===== config.mk =====
export PLATFORM = sky130hd
export DESIGN_NAME = reg_file_multi
export DESIGN_NICKNAME = d
export VERILOG_FILES = /design/src/rtl/reg_file_multi.sv
export SDC_FILE = /design/constraint.sdc
export NUM_CORES = 1
export LEC_CHECK = 0
export CORE_MARGIN = 10
export CORE_UTILIZATION = 53
export CTS_CLUSTER_DIAMETER = 200
export DETAILED_ROUTE_END_ITERATION = 8
export PLACE_DENSITY = 0.79
export SLEW_MARGIN = 5
export SYNTH_ARGS = -nofsm -noshare
export SYNTH_HDL_FRONTEND = slang
export SYNTH_SLANG_ARGS = --single-unit

===== constraint.sdc =====
create_clock -name CLK -period 3.19 [get_ports CLK]
set_input_delay 0.638 -clock CLK [delete_from_list [all_inputs] [get_ports CLK]]
set_output_delay 0.638 -clock CLK [all_outputs]
set_load 0.02 [all_outputs]

===== src/rtl/reg_file_multi.sv =====
// reg_file_multi: NREGS x WIDTH register bank with one op-mode write port
// (LOAD/INC/DEC/CLR), two combinational read ports and registered carry/zero
// flags from the last accepted write.
// Optional feature: define REG_FILE_MULTI_BYPASS_EN to forward the value being
// written to a read port that addresses the write target in the same cycle.
module reg_file_multi #(
  parameter int unsigned WIDTH = 8,
  parameter int unsigned NREGS = 4,
  localparam int unsigned AW = $clog2(NREGS)
) (
  input  logic             CLK,
  input  logic             nRST,
  input  logic             WEN,
  input  logic [1:0]       OP,
  input  logic [AW-1:0]    waddr,
  input  logic [WIDTH-1:0] wdat,
  input  logic [AW-1:0]    raddr_a,
  input  logic [AW-1:0]    raddr_b,
  output logic [WIDTH-1:0] rdat_a,
  output logic [WIDTH-1:0] rdat_b,
  output logic             carry,
  output logic             zero
);

  localparam logic [1:0] OP_LOAD = 2'b00;
  localparam logic [1:0] OP_INC  = 2'b01;
  localparam logic [1:0] OP_DEC  = 2'b10;
  localparam logic [1:0] OP_CLR  = 2'b11;

  localparam logic [AW:0] NREGS_W = (AW+1)'(NREGS);

  logic [WIDTH-1:0] regs_q [NREGS];
  logic             carry_q;
  logic             zero_q;

  logic             accept_d;
  logic [WIDTH-1:0] old_d;
  logic [WIDTH:0]   result_d;

  // Decode the write op: accept only in-range targets and compute the
  // WIDTH+1 bit result whose top bit is the carry/borrow.
  always_comb begin
    accept_d = WEN && ({1'b0, waddr} < NREGS_W);
    old_d    = '0;
    for (int unsigned i = 0; i < NREGS; i++) begin
      if (waddr == AW'(i)) old_d = regs_q[i];
    end
    case (OP)
      OP_LOAD: result_d = {1'b0, wdat};
      OP_INC:  result_d = {1'b0, old_d} + (WIDTH+1)'(1);
      OP_DEC:  result_d = {1'b0, old_d} - (WIDTH+1)'(1);
      OP_CLR:  result_d = '0;
      default: result_d = '0;
    endcase
  end

  // Register bank and flags; only accepted ops change state.
  always_ff @(posedge CLK or negedge nRST) begin
    if (!nRST) begin
      for (int unsigned i = 0; i < NREGS; i++) regs_q[i] <= '0;
      carry_q <= 1'b0;
      zero_q  <= 1'b0;
    end else if (accept_d) begin
      for (int unsigned i = 0; i < NREGS; i++) begin
        if (waddr == AW'(i)) regs_q[i] <= result_d[WIDTH-1:0];
      end
      carry_q <= result_d[WIDTH];
      zero_q  <= (result_d[WIDTH-1:0] == '0);
    end
  end

  // Read ports: stored value, 0 for out-of-range addresses, optional bypass.
  always_comb begin
    rdat_a = '0;
    rdat_b = '0;
    for (int unsigned i = 0; i < NREGS; i++) begin
      if (raddr_a == AW'(i)) rdat_a = regs_q[i];
      if (raddr_b == AW'(i)) rdat_b = regs_q[i];
    end
`ifdef REG_FILE_MULTI_BYPASS_EN
    if (accept_d && (raddr_a == waddr)) rdat_a = result_d[WIDTH-1:0];
    if (accept_d && (raddr_b == waddr)) rdat_b = result_d[WIDTH-1:0];
`else
`endif
  end

  assign carry = carry_q;
  assign zero  = zero_q;

endmodule


==> flow_metrics.env <==
export IMPL_hp_start="carry"
export IMPL_fmax_mhz=331
export IMPL_syn_nets=228
export IMPL_synth_edff_count=0
export IMPL_ant_nets=0
export IMPL_worstPathMaxFanout=8
export IMPL_grt_pass1_wl_um=10200
export IMPL_critical_path_class="in -> out"
export IMPL_cp_data_required_time_ns=2.55
export IMPL_fin_tns_setup_ns=0
export IMPL_cp_startpoint="raddr_a[1]"
export IMPL_drcViolationCount=0
export IMPL_maxSlewViolCount=0
export IMPL_place_hpwl_um=4470
export IMPL_vdd_ir_drop_worst_mv=0.522
export IMPL_via_count=1886
export IMPL_dr_pass1_iters=4
export IMPL_first_global_vias=1995
export IMPL_power_density_nw_per_um2=617
export IMPL_synth_top_area_share_pct=38.1
export IMPL_synthDistinctLibCells=35
export IMPL_period_share_pct=94.8
export IMPL_r2r_cells=8
export IMPL_hold_path_class="reg -> reg"
export IMPL_maxCapViolCount=0
export IMPL_cts_max_path_buffers=2
export IMPL_synthTopCellsByArea="dfrtp_1 38%, mux4_2 24%, ha_1 5.6%"
export IMPL_clk_latency_ns=0.29
export IMPL_synth_cells_most_frequent="34 x dfrtp_1, 29 x nand2_1, 24 x mux4_2, 20 x o21ai_0, 14 x a21oi_1"
export IMPL_syn_to_final_growth_pct=31.7
export IMPL_yosys_warnings=0
export IMPL_portBuffers=36
export IMPL_worst_pin_slew_ns=0.665
export IMPL_syn_area_um2=2230
export IMPL_cts_root_buf="clkbuf_8"
export IMPL_hold_buffers=0
export IMPL_synth_ff_type="dfrtp_1"
export IMPL_hold_viol=0
export IMPL_cts_tree="built"
export IMPL_die_y_um=84.9
export IMPL_cp_slowest_cell="clkdlybuf4s50_1"
export IMPL_clkSinkCount=34
export IMPL_grt_start_max_net_pins=35
export IMPL_slowest_delay_ns=0.79
export IMPL_synth_top_cell_by_area="dfrtp_1"
export IMPL_r2r_start="regs_q[1]"
export IMPL_wire_per_inst_um=19.8
export IMPL_cpMostUsedCell="clkdlybuf4s50_1"
export IMPL_cts_made_buffers=5
export IMPL_std_cell_rows=23
export IMPL_cp_cell_sequence="clkdlybuf4s50_1, mux4_2, clkdlybuf4s50_1"
export IMPL_ys_ff_latch=34
export IMPL_grt_overflow_total=0
export IMPL_whs_path_depth=2
export IMPL_slew_headroom_pct=55.5
export IMPL_setup_violations=0
export IMPL_async_reset_ff_share_pct=100
export IMPL_skew_ns=0.00874
export IMPL_vias_per_cell=6.12
export IMPL_avgSynthCellArea_um2=11.3
export IMPL_power_mw=1.81
export IMPL_routed_wirelength_um=6110
export IMPL_start_util_pct=55.4
export IMPL_htree_levels=2
export IMPL_antenna_found_initial=0
export IMPL_grt_use_total_pct=17.6
export IMPL_path_clk_slew_ns=0.07
export IMPL_setup_slack_ns=0.167
export IMPL_coreArea_um2=4030
export IMPL_dpl_worst_slack_ns=-0.574
export IMPL_status="finished, final reports clean"
export IMPL_die_area_um2=7210
export IMPL_rsz0062_at_grt="no"
export IMPL_start_kind="input port"
export IMPL_drive_gt1_share_pct=26.4
export IMPL_cts_setup_buffers=0
export IMPL_die_x_um=84.9
export IMPL_drt_iter0_drc=125
export IMPL_crit_path_end_kind="primary output"
export IMPL_diodes=0
export IMPL_nNetsFinal=287
export IMPL_fin_crit_ns=3.02
export IMPL_fill_cells=312
export IMPL_yosysMostFrequentCell="dfrtp_1"
export IMPL_gp_congestion=0.927
export IMPL_yosysSeqAreaShare_pct=38.1
export IMPL_cp_arrival_ns=2.39
export IMPL_boundaryPins=37
export IMPL_netlist_instances=198
export IMPL_power_leakage_nw=1.28
## placed cells by master (no fill, tap or decap), types with 2 or more instances in the layout
master	n
dfrtp_1	34
clkdlybuf4s50_1	34
nand2_1	29
buf_4	25
mux4_2	24
o21ai_0	20
a21oi_1	14
nor2_1	13
ha_1	9
xor2_1	6
clkbuf_8	5
a22oi_1	4
o21ai_1	4
inv_1	3
nor2b_1	3
nand3b_1	2
buf_12	2
## kinds of logic after synthesis
logic type	Yosys count	synth area share [%]
mux	24	24.2
compound gates	55	15.8
fa+ha+maj	11	6.50
simple gates	52	10.1
xor+xnor	7	2.75
buf+inv	15	2.58
flops	34	38.1
## where the power goes
group	switching (mW)	internal, mW	leakage, nW
clock network	0.162	0.154	0.0452
registers	0.106	0.536	0.431
logic	0.404	0.453	0.808
## worst paths after layout
check | end | slack (ns)
hold / removal | carry | 0.53
min in group asynchronous | regs_q[14] | 0.75
max in group asynchronous | regs_q[9] | 2.13
setup / recovery | rdat_a[0] | 0.17
hold reg to reg | carry | 0.53
setup reg to reg | zero | 0.35
## critical path, delay by kind of cell
kind | cells | cell delay [ns]
buffers and inverters | 2 | 1.35
multiplexers | 1 | 0.39
## layer usage
layer | routed length [um] | track usage [%] | vias up | share of wire (%)
met4 | 128 | 7.63 | 0 | 2.1
met1 | 2590 | 22.4 | 952 | 42
met5 | 0 | 0 | - | 0
met2 | 2940 | 26.8 | 58 | 48
met3 | 459 | 5.64 | 11 | 7.5
li1 | - | - | 865 | -
## flip-flops by register name, indices dropped and copies added (netlist names)
signal  cells
carry       1
regs_q     32
zero        1
## cell type report
| cell class | instances | area [um2] | area share, % |
|---|---|---|---|
| Multi-Input combinational cell | 149 | 1340 | 45.4 |
| Sequential cell | 34 | 851 | 28.9 |
| Timing Repair Buffer | 64 | 593 | 20.2 |
| Clock buffer | 6 | 72.6 | 2.47 |
| Tap cell | 50 | 62.6 | 2.13 |
| Clock inverter | 2 | 13.8 | 0.468 |
| Inverter | 3 | 11.3 | 0.383 |
## metrics by stage
step	cell area, um2	instances	hold slack [ns]	utilization [%]
after floorplan	2230	198	0.342	-
after global placement	2840	300	0.505	70.6
after detailed placement	2840	300	0.518	70.6
after CTS	2940	308	0.530	72.9
after global routing	2940	308	0.570	73.0
final	2940	308	0.532	73.0
## timing repair
action / in CTS / in global routing
gates resized for setup: 4 / 4
setup endpoints to repair: 13 / 5
pin swaps: 1 / 2
Power figures use the tool's default switching activity.
